==> config.mk <==
export PLATFORM = sky130hd
export DESIGN_NAME = morse_key_decoder
export DESIGN_NICKNAME = d
export VERILOG_FILES = /design/src/rtl/morse_pkg.sv /design/src/rtl/morse_lut.sv /design/src/rtl/morse_key_decoder.sv
export SDC_FILE = /design/constraint.sdc
export NUM_CORES = 1
export LEC_CHECK = 0
export CELL_PAD_IN_SITES_DETAIL_PLACEMENT = 1
export CELL_PAD_IN_SITES_GLOBAL_PLACEMENT = 1
export CORE_MARGIN = 8
export CORE_UTILIZATION = 43
export DETAILED_ROUTE_END_ITERATION = 10
export PLACE_DENSITY_LB_ADDON = 0.1
export SLEW_MARGIN = 15
export SYNTH_ARGS = -nofsm -noshare
export SYNTH_HDL_FRONTEND = slang
export SYNTH_SLANG_ARGS = --single-unit
==> constraint.sdc <==
create_clock -name Clock -period 3.4 [get_ports Clock]
set_input_delay 0.68 -clock Clock [delete_from_list [all_inputs] [get_ports Clock]]
set_output_delay 0.68 -clock Clock [all_outputs]
set_load 0.01 [all_outputs]
==> src/rtl/morse_pkg.sv <==
// Shared types, result codes and the Morse sequence-to-code decode function
// for the Morse key decoder.
package morse_pkg;

  typedef enum logic [1:0] {
    ST_IDLE,
    ST_MARK,
    ST_GAP,
    ST_WORD_WAIT
  } state_t;

  localparam logic [5:0] CODE_SPACE   = 6'd36;
  localparam logic [5:0] CODE_INVALID = 6'd63;

  // The longest International Morse letter or digit has five elements.
  localparam int LUT_SYMS = 5;

  // bits[0] is the first element received; 1 = dash. Only the first n bits
  // are meaningful. The sequence is re-packed first-element-in-MSB so the
  // table below reads left to right like written Morse.
  function automatic logic [5:0] morse_decode(input logic [3:0] n,
                                              input logic [LUT_SYMS-1:0] bits);
    logic [LUT_SYMS-1:0] seq;
    logic [5:0]          code;
    seq  = '0;
    code = CODE_INVALID;
    for (int i = 0; i < LUT_SYMS; i++) begin
      if (i < int'(n)) seq = {seq[LUT_SYMS-2:0], bits[i]};
    end
    case (n)
      4'd1: begin
        case (seq[0])
          1'b0:    code = 6'd4;   // E
          default: code = 6'd19;  // T
        endcase
      end
      4'd2: begin
        case (seq[1:0])
          2'b01:   code = 6'd0;   // A
          2'b00:   code = 6'd8;   // I
          2'b10:   code = 6'd13;  // N
          default: code = 6'd12;  // M
        endcase
      end
      4'd3: begin
        case (seq[2:0])
          3'b000:  code = 6'd18;  // S
          3'b001:  code = 6'd20;  // U
          3'b010:  code = 6'd17;  // R
          3'b011:  code = 6'd22;  // W
          3'b100:  code = 6'd3;   // D
          3'b101:  code = 6'd10;  // K
          3'b110:  code = 6'd6;   // G
          default: code = 6'd14;  // O
        endcase
      end
      4'd4: begin
        case (seq[3:0])
          4'b0000: code = 6'd7;   // H
          4'b0001: code = 6'd21;  // V
          4'b0010: code = 6'd5;   // F
          4'b0100: code = 6'd11;  // L
          4'b0110: code = 6'd15;  // P
          4'b0111: code = 6'd9;   // J
          4'b1000: code = 6'd1;   // B
          4'b1001: code = 6'd23;  // X
          4'b1010: code = 6'd2;   // C
          4'b1011: code = 6'd24;  // Y
          4'b1100: code = 6'd25;  // Z
          4'b1101: code = 6'd16;  // Q
          default: code = CODE_INVALID;
        endcase
      end
      4'd5: begin
        case (seq[4:0])
          5'b11111: code = 6'd26; // 0
          5'b01111: code = 6'd27; // 1
          5'b00111: code = 6'd28; // 2
          5'b00011: code = 6'd29; // 3
          5'b00001: code = 6'd30; // 4
          5'b00000: code = 6'd31; // 5
          5'b10000: code = 6'd32; // 6
          5'b11000: code = 6'd33; // 7
          5'b11100: code = 6'd34; // 8
          5'b11110: code = 6'd35; // 9
          default:  code = CODE_INVALID;
        endcase
      end
      default: code = CODE_INVALID;
    endcase
    return code;
  endfunction

endpackage

==> src/rtl/morse_lut.sv <==
// Combinational Morse lookup: element count plus element bits to result code.
module morse_lut
  import morse_pkg::*;
#(
  parameter int MAX_SYMS  = 5,
  parameter int SYM_CNT_W = $clog2(MAX_SYMS + 1)
) (
  input  logic [SYM_CNT_W-1:0] sym_cnt,
  input  logic [MAX_SYMS-1:0]  sym_bits,
  output logic [5:0]           code
);

  logic [LUT_SYMS-1:0] bits_fit;

  // Fit the element store to the table width; counts above LUT_SYMS decode
  // as invalid anyway, so trimming extra bits loses nothing.
  generate
    if (MAX_SYMS >= LUT_SYMS) begin : g_trim
      assign bits_fit = sym_bits[LUT_SYMS-1:0];
    end else begin : g_pad
      assign bits_fit = {{(LUT_SYMS-MAX_SYMS){1'b0}}, sym_bits};
    end
  endgenerate

  // Pure table lookup
  always_comb begin
    code = morse_decode(4'(sym_cnt), bits_fit);
  end

endmodule

==> src/rtl/morse_key_decoder.sv <==
// Morse key decoder: times key marks and gaps, assembles dot/dash elements,
// and emits letter/digit codes and word spaces through a valid/ready port.
module morse_key_decoder
  import morse_pkg::*;
#(
  parameter int CNT_W        = 16,
  parameter int GLITCH_TICKS = 2,
  parameter int DASH_TICKS   = 20,
  parameter int LETTER_GAP   = 30,
  parameter int WORD_GAP     = 70,
  parameter int MAX_SYMS     = 5
) (
  input  logic       Clock,
  input  logic       Reset,
  input  logic       key,
  input  logic       out_ready,
  output logic       out_valid,
  output logic [5:0] out_code,
  output logic       overflow,
  output logic       busy
);

  localparam int SYM_CNT_W = $clog2(MAX_SYMS + 1);

  localparam logic [CNT_W-1:0]     GLITCH_LEN  = CNT_W'(GLITCH_TICKS);
  localparam logic [CNT_W-1:0]     DASH_LEN    = CNT_W'(DASH_TICKS);
  localparam logic [CNT_W-1:0]     LETTER_LEN  = CNT_W'(LETTER_GAP);
  localparam logic [CNT_W-1:0]     WORD_LEN    = CNT_W'(WORD_GAP);
  localparam logic [SYM_CNT_W-1:0] SYM_FULL    = SYM_CNT_W'(MAX_SYMS);

  state_t               state;
  state_t               state_nx;
  logic [CNT_W-1:0]     mark_cnt;
  logic [CNT_W-1:0]     gap_cnt;
  logic [CNT_W-1:0]     mark_inc;
  logic [CNT_W-1:0]     gap_inc;
  logic [SYM_CNT_W-1:0] sym_cnt;
  logic [MAX_SYMS-1:0]  sym_bits;
  logic                 sym_inv;
  logic                 word_has_char;
  logic                 elem_ok;
  logic                 elem_dash;
  logic                 letter_end;
  logic                 word_end;
  logic                 new_res;
  logic [5:0]           lut_code;
  logic [5:0]           res_code;
  logic                 accept;

  // Saturating increments and the event strobes derived from the counters
  always_comb begin
    mark_inc   = (mark_cnt == '1) ? mark_cnt : mark_cnt + 1'b1;
    gap_inc    = (gap_cnt == '1) ? gap_cnt : gap_cnt + 1'b1;
    elem_ok    = (state == ST_MARK) && !key && (mark_cnt >= GLITCH_LEN);
    elem_dash  = (mark_cnt >= DASH_LEN);
    letter_end = (state == ST_GAP) && !key && (gap_inc == LETTER_LEN);
    word_end   = (state == ST_WORD_WAIT) && !key && (gap_inc == WORD_LEN);
    new_res    = (letter_end && (sym_cnt != '0)) || (word_end && word_has_char);
    res_code   = word_end ? CODE_SPACE : (sym_inv ? CODE_INVALID : lut_code);
    accept     = out_valid && out_ready;
    busy       = (state == ST_MARK) || (state == ST_GAP);
  end

  // State register
  always_ff @(posedge Clock or posedge Reset) begin
    if (Reset) state <= ST_IDLE;
    else       state <= state_nx;
  end

  // Next-state logic
  always_comb begin
    state_nx = state;
    case (state)
      ST_IDLE:      if (key) state_nx = ST_MARK;
      ST_MARK:      if (!key) state_nx = ST_GAP;
      ST_GAP: begin
        if (key)             state_nx = ST_MARK;
        else if (letter_end) state_nx = ST_WORD_WAIT;
      end
      ST_WORD_WAIT: begin
        if (key)           state_nx = ST_MARK;
        else if (word_end) state_nx = ST_IDLE;
      end
      default:      state_nx = ST_IDLE;
    endcase
  end

  // Mark and gap duration counters; each restarts at 1 on its first sample
  always_ff @(posedge Clock or posedge Reset) begin
    if (Reset) begin
      mark_cnt <= '0;
      gap_cnt  <= '0;
    end else begin
      case (state)
        ST_MARK: begin
          if (key) mark_cnt <= mark_inc;
          else     gap_cnt  <= CNT_W'(1);
        end
        ST_GAP, ST_WORD_WAIT: begin
          if (key) mark_cnt <= CNT_W'(1);
          else     gap_cnt  <= gap_inc;
        end
        default: begin
          if (key) mark_cnt <= CNT_W'(1);
        end
      endcase
    end
  end

  // Element store: append on each valid mark, clear when the letter closes
  always_ff @(posedge Clock or posedge Reset) begin
    if (Reset) begin
      sym_cnt  <= '0;
      sym_bits <= '0;
      sym_inv  <= 1'b0;
    end else if (letter_end) begin
      sym_cnt  <= '0;
      sym_bits <= '0;
      sym_inv  <= 1'b0;
    end else if (elem_ok) begin
      if (sym_cnt == SYM_FULL) begin
        sym_inv <= 1'b1;
      end else begin
        sym_bits[sym_cnt] <= elem_dash;
        sym_cnt           <= sym_cnt + 1'b1;
      end
    end
  end

  // Remembers whether the current word has produced a character yet
  always_ff @(posedge Clock or posedge Reset) begin
    if (Reset)                                  word_has_char <= 1'b0;
    else if (word_end)                          word_has_char <= 1'b0;
    else if (letter_end && (sym_cnt != '0))     word_has_char <= 1'b1;
  end

  // Single-entry output holding register with sticky drop flag
  always_ff @(posedge Clock or posedge Reset) begin
    if (Reset) begin
      out_valid <= 1'b0;
      out_code  <= '0;
      overflow  <= 1'b0;
    end else if (new_res) begin
      if (!out_valid || accept) begin
        out_valid <= 1'b1;
        out_code  <= res_code;
      end else begin
        overflow <= 1'b1;
      end
    end else if (accept) begin
      out_valid <= 1'b0;
    end
  end

  morse_lut #(
    .MAX_SYMS  (MAX_SYMS),
    .SYM_CNT_W (SYM_CNT_W)
  ) u_lut (
    .sym_cnt  (sym_cnt),
    .sym_bits (sym_bits),
    .code     (lut_code)
  );

endmodule

* Yosys cells after proc, flatten, opt, wreduce, memory -nomap -nowiden
Memories as Yosys holds them, arrays and structs flattened.
Index checks and enable logic that the tools add are counted.
** Cells by class
- Add/subtract/negate cells :: 3
- Order comparisons :: 9
- Equal/unequal tests :: 28
- Muxes and demuxes :: 43
- Bitwise gates (word level) :: 1
- Reduce and logical (&&, ||, !) cells :: 33
** Operator list (count)
- $mux W16 :: 7
- $pmux W5 S7 :: 1
- $add A16 B1 Y16 const B :: 2
- $eq A16 B16 Y1 const B :: 2
- $pmux W16 S2 :: 1
- $pmux W6 S5 :: 1
- $mux W5 :: 5
- $eq A16 B5 Y1 const B :: 1
- $eq A16 B7 Y1 const B :: 1
- $ge A16 B2 Y1 const B :: 1
- $ge A16 B5 Y1 const B :: 1
- $eq A3 B3 Y1 const B :: 5
- $mux W2 :: 7
- $eq A3 B2 Y1 const B :: 4
- $mux W3 :: 4
- $mux W6 :: 2
- $pmux W4 S3 :: 1
- $reduce_and A2 Y1 :: 6
- $logic_and A1 B1 Y1 :: 10
- $mux W1 :: 10
- $ne A2 B2 Y1 const B :: 5
- $reduce_bool A2 Y1 :: 5
- $pmux W2 S4 :: 1
- $eq A2 B2 Y1 const B :: 3
- other kinds (22) :: 31
** Storage, ports and cells
- Register bits :: 52
- Memory bits (read-only) :: 288
- Input bits :: 4
- Output and inout port bits :: 9
- Logic and storage cells :: 129
- Memories kept :: 2
** Memories
- (no name shown) :: depth 32, bits a word 6, read ports 1, clocked after memory_dff 0, wr ports 0, RTL line morse_pkg.sv:75 : case (seq[4:0])
- (no name shown) :: depth 16, bits a word 6, read ports 1, clocked after memory_dff 0, wr ports 0, RTL line morse_pkg.sv:58 : case (seq[3:0])

* Longest topological paths before layout
- Depth after elaboration :: 11
- Depth in mapped cells :: 15
- Depth with buffers taken out :: 13

* By module
Synthesis repeated with hierarchy kept, for this count alone.
** Unflattened totals
- Cells, all modules :: 498
- Area, all modules :: 4185.3 sq um
** By module, submodules not included
- morse_key_decoder :: instances 1, cells an instance 368, area an instance 3299.4 sq um, seq. area each 1301.2 sq um
- morse_lut :: instances 1, cells an instance 130, area an instance 885.8 sq um, seq. area each 0.0 sq um

* Worst setup path before layout
No wires, ideal clock.
- Path kind :: register to register
- Start point :: reg sym_cnt[2]
- End point :: reg out_code[5]
- Setup time :: 124 ps
- Data arrival time :: 3365 ps
- Data required time :: 3276 ps
- Path slack :: -89 ps
- Stages on the path, launching flop included :: 14
- Buffers on the path :: 1
- Clock period less this slack :: 3489 ps
- Cell sequence :: dfrtp_1 clkbuf_1 inv_1 ha_1 nor4bb_1 a211o_1 nor2_1 a21oi_1 inv_1 ha_1 or3_1 a22oi_1 o21ai_0 o31a_1
** Between the ends
- Word-level cells in the longest chain between the ends :: 10
- Elaborated cells on any way between the ends :: 24
- Those cells by class :: order compare: 5; eq/ne: 5; mux: 8; reduce/logical: 4; memory: 2
** RTL lines
- start, declared :: RTL line morse_key_decoder.sv:37 : logic [SYM_CNT_W-1:0] sym_cnt;
- start signal, assigned :: RTL line morse_key_decoder.sv:125 : sym_cnt <= sym_cnt + 1'b1;
- $lt A1 B3 Y1 :: RTL line morse_pkg.sv:28 : if (i < int'(n)) seq = {seq[LUT_SYMS-2:0], bits[i]};
- $mux W1 :: RTL line morse_pkg.sv:28
- $mux W2 :: RTL line morse_pkg.sv:28
- $mux W3 :: RTL line morse_pkg.sv:28
- $mux W4 :: RTL line morse_pkg.sv:28
- $mux W5 :: RTL line morse_pkg.sv:28
- $mem_v2 Z32 W6 or $mem_v2 Z16 W6 (tied branches)
- $pmux W6 S5 :: RTL line morse_pkg.sv:30 : case (n)
- $mux W6 (2 in a row) :: RTL line morse_key_decoder.sv:59 : res_code = word_end ? CODE_SPACE : (sym_inv ? CODE_INVALID : lut_code);
- end signal, assigned :: RTL line morse_key_decoder.sv:146 : out_code <= res_code;
- end, declared :: RTL line morse_key_decoder.sv:18 : output logic [5:0] out_code,
Parallel ways exist; a longest one is shown, timed or not.
A chain may end at the register's enable or synchronous reset.

* Worst setup path after layout
- Start point :: reg sym_cnt[1]
- End point :: reg out_code[5]
The elaborated chain is that of the path after synthesis.

==> results.yml <==
status:
  status: "finished clean"
die:
  core_um2: 8760
  ios: 13
  die_h_um: 111
  row_count: 34
  start_util_pct: 44.5
  dieArea_um2: 12400
  die_w_um: 111
routing:
  wl_per_cell_um: 18.7
  dr.pass1.iters: 4
  via_per_inst: 6.07
  drt_iter0_drc: 117
  postRouteAntennaNets: 0
  drc: 0
  wirelength_um: 11200
  vias: 3646
global_routing:
  grtUsageTotal_pct: 18.0
  antenna_found_initial: 0
  gr-total-overflow: 0
  grt_max_degree: 28
  grt_pass1_vias: 3719
  grt_first_pass_wirelength_um: 18800
clock_network:
  htree_levels: 2
  clkTransAtPathRegs_ns: 0.10
  clockRootBuffer: "clkbuf_8"
  numCtsBuffers: 5
  numClockSinks: 52
  cts_buffer_depth: 2
  clock_latency_ns: 0.31
  cts_tree: "yes"
hold_path:
  min_from: "out_code[0]"
  min_path_cells: 2
  holdPathEnd: "out_code[0]"
  hp-class: "reg -> reg"
placed_design:
  place_worst_setup_slack_ns: 0.124
  placed_cells: 592
  place_congestion: 0.875
  postPlaceCellArea_um2: 4200
  io_buffers: 12
  hpwlAfterDp_um: 8440
yosys:
  synth_top_flop_cell: "dfrtp_1"
  synth_area_per_cell_um2: 8.16
  postSynthNetCount: 501
  async_flop_share_pct: 100
  yosys.area.top_type_share_pct: 33.3
  ys_top_cells_by_count: "58 x nor2_1, 52 x dfrtp_1, 50 x nand2_1"
  synth_area_leader_cell: "dfrtp_1"
  synth.most_common_cell: "nor2_1"
  synth_area_leaders: "dfrtp_1 33%, ha_1 6.1%, nor2_1 5.6%"
  yosys_warnings: 0
  synth_seq_area_share_pct: 33.3
  synth-edff-count: 0
  synth.cell_area_um2: 3900
  yosysUniqueCellTypes: 67
  syn_inst: 478
  synth-seq-cells: 52
worst_setup_path:
  reg2reg_to: "out_code[5]"
  endpoint_kind: "register"
  r2r_cells: 10
  r2r-start: "sym_cnt[1]"
  cp-start-kind: "register"
  r2r_slack_ns: 0.20
  cp_max_fo: 9
  path_class: "reg -> reg"
  crit_arrival_ns: 3.41
  crit_required_ns: 3.61
timing:
  hold_ws_ns: 0.496
  slew_headroom_pct: 39.8
  post-route-min-period_ns: 3.20
  finalHoldViolations: 0
  timing.final.ws_setup_ns: 0.200
  clock_skew_ns: 0.00447
  drv_slew: 0
  tightestPinTransition_ns: 0.893
  min_period_over_period_pct: 94.1
  max_freq_mhz: 312
  grt_setup_unrepaired: "no"
  final.setup.tns_ns: 0
  setup_viol_count_final: 0
power:
  power_mw: 2.45
  power.density_nw_per_um2: 565
  ir_drop_v: 0.000244
  p_leak_nw: 1.88
finish:
  drive_gt1_share_pct: 10.3
  fin_nets: 515
  areaGrowthSynthToFinish_pct: 11.3
  fin_util_pct: 49.6
  n_antenna_cell: 0
  final_cell_area_um2: 4340
  layout.cells.non_filler: 601
flow_run:
  maxCapViolations: 0
## where the power goes
| group | leakage (nW) | switching, mW | internal [mW] | total [mW] |
|---|---|---|---|---|
| Sequential | 0.704 | 0.104 | 0.681 | 0.785 |
| Clock | 0.0548 | 0.230 | 0.222 | 0.452 |
| Combinational | 1.12 | 0.746 | 0.471 | 1.22 |
## final cells by class
| cell class | count | area [um2] |
|---|---|---|
| clock buffers | 5 | 68.8 |
| fillers | 1060 | 4420 |
| flip-flops and latches | 52 | 1300 |
| clock inverters | 3 | 46.3 |
| multi-input cells | 389 | 2470 |
| inverters | 13 | 48.8 |
| well taps | 108 | 135 |
| repair buffers | 31 | 275 |
## worst max-delay path: stages (launching register included)
cell and delay, ns:
dfrtp_1 0.44, inv_1 0.17, ha_2 0.30, mux2_2 0.38
a211o_1 0.36, o221a_2 0.30, ha_1 0.20, or3_1 0.38
a22oi_1 0.15, o21ai_0 0.10, o31a_1 0.31
## cell families after synthesis
family	count (synthesis)	synth area share, %
and+or+nand+nor	217	28.4
AOI/OAI and AO/OA	122	20.8
DFF	52	33.3
buffers and inverters	37	3.82
adders and majority gates	19	6.09
xor gates and xnor gates	18	4.04
muxes	13	3.49
## worst max path at each step
stage          cells after the start  slack [ns]          end  startpoint
2_1_floorplan                     13        0.03  out_code[5]  sym_cnt[2]
3_3_place_gp                      13        0.25  out_code[4]  sym_cnt[1]
3_5_place_dp                      13        0.12  out_code[4]  sym_cnt[1]
4_1_cts                           13         0.1  out_code[4]  sym_cnt[1]
5_1_grt                           11        0.01  out_code[1]  sym_cnt[1]
6_report                          10        0.20  out_code[5]  sym_cnt[1]
## flip-flops by register name, indices dropped and copies added (netlist names)
name	flops
gap_cnt	16
mark_cnt	16
out_code	6
out_valid	1
overflow	1
state	2
sym_bits	5
sym_cnt	3
sym_inv	1
word_has_char	1
## layer usage
layer  GRT usage, %  wire [um]  up-vias
met4           6.04        228        0
met1           22.4       5130     1810
li1               -          -     1760
met5              0          0        -
met3           2.71        267       20
met2           30.9       5610       56
## cell usage in the layout (no fill, tap or decap), types with 5 or more instances in the layout
cell | Yosys | layout
a21oi_1 | 22 | 21
a31oi_1 | 7 | 7
and3_1 | 9 | 9
buf_4 | 1 | 18
clkbuf_8 | 0 | 5
clkdlybuf4s50_1 | 0 | 12
dfrtp_1 | 52 | 52
ha_1 | 19 | 17
inv_1 | 13 | 12
mux2_2 | 5 | 5
mux2i_1 | 8 | 8
nand2_1 | 50 | 50
nand2b_1 | 10 | 10
nand3_1 | 22 | 22
nand4_1 | 9 | 9
nor2_1 | 58 | 58
nor2b_1 | 5 | 5
nor3_1 | 15 | 15
nor4_1 | 6 | 6
o211ai_1 | 7 | 7
o21ai_0 | 40 | 40
xnor2_1 | 10 | 10
xor2_1 | 8 | 8
## timing repair
| item | CTS | global route |
|---|---|---|
| gates resized for setup | 0 | 3 |
| hold buffers | 0 | 0 |
| buffers inserted | 0 | 1 |
| setup endpoints to repair | 0 | 6 |
Power figures use the tool's default switching activity.
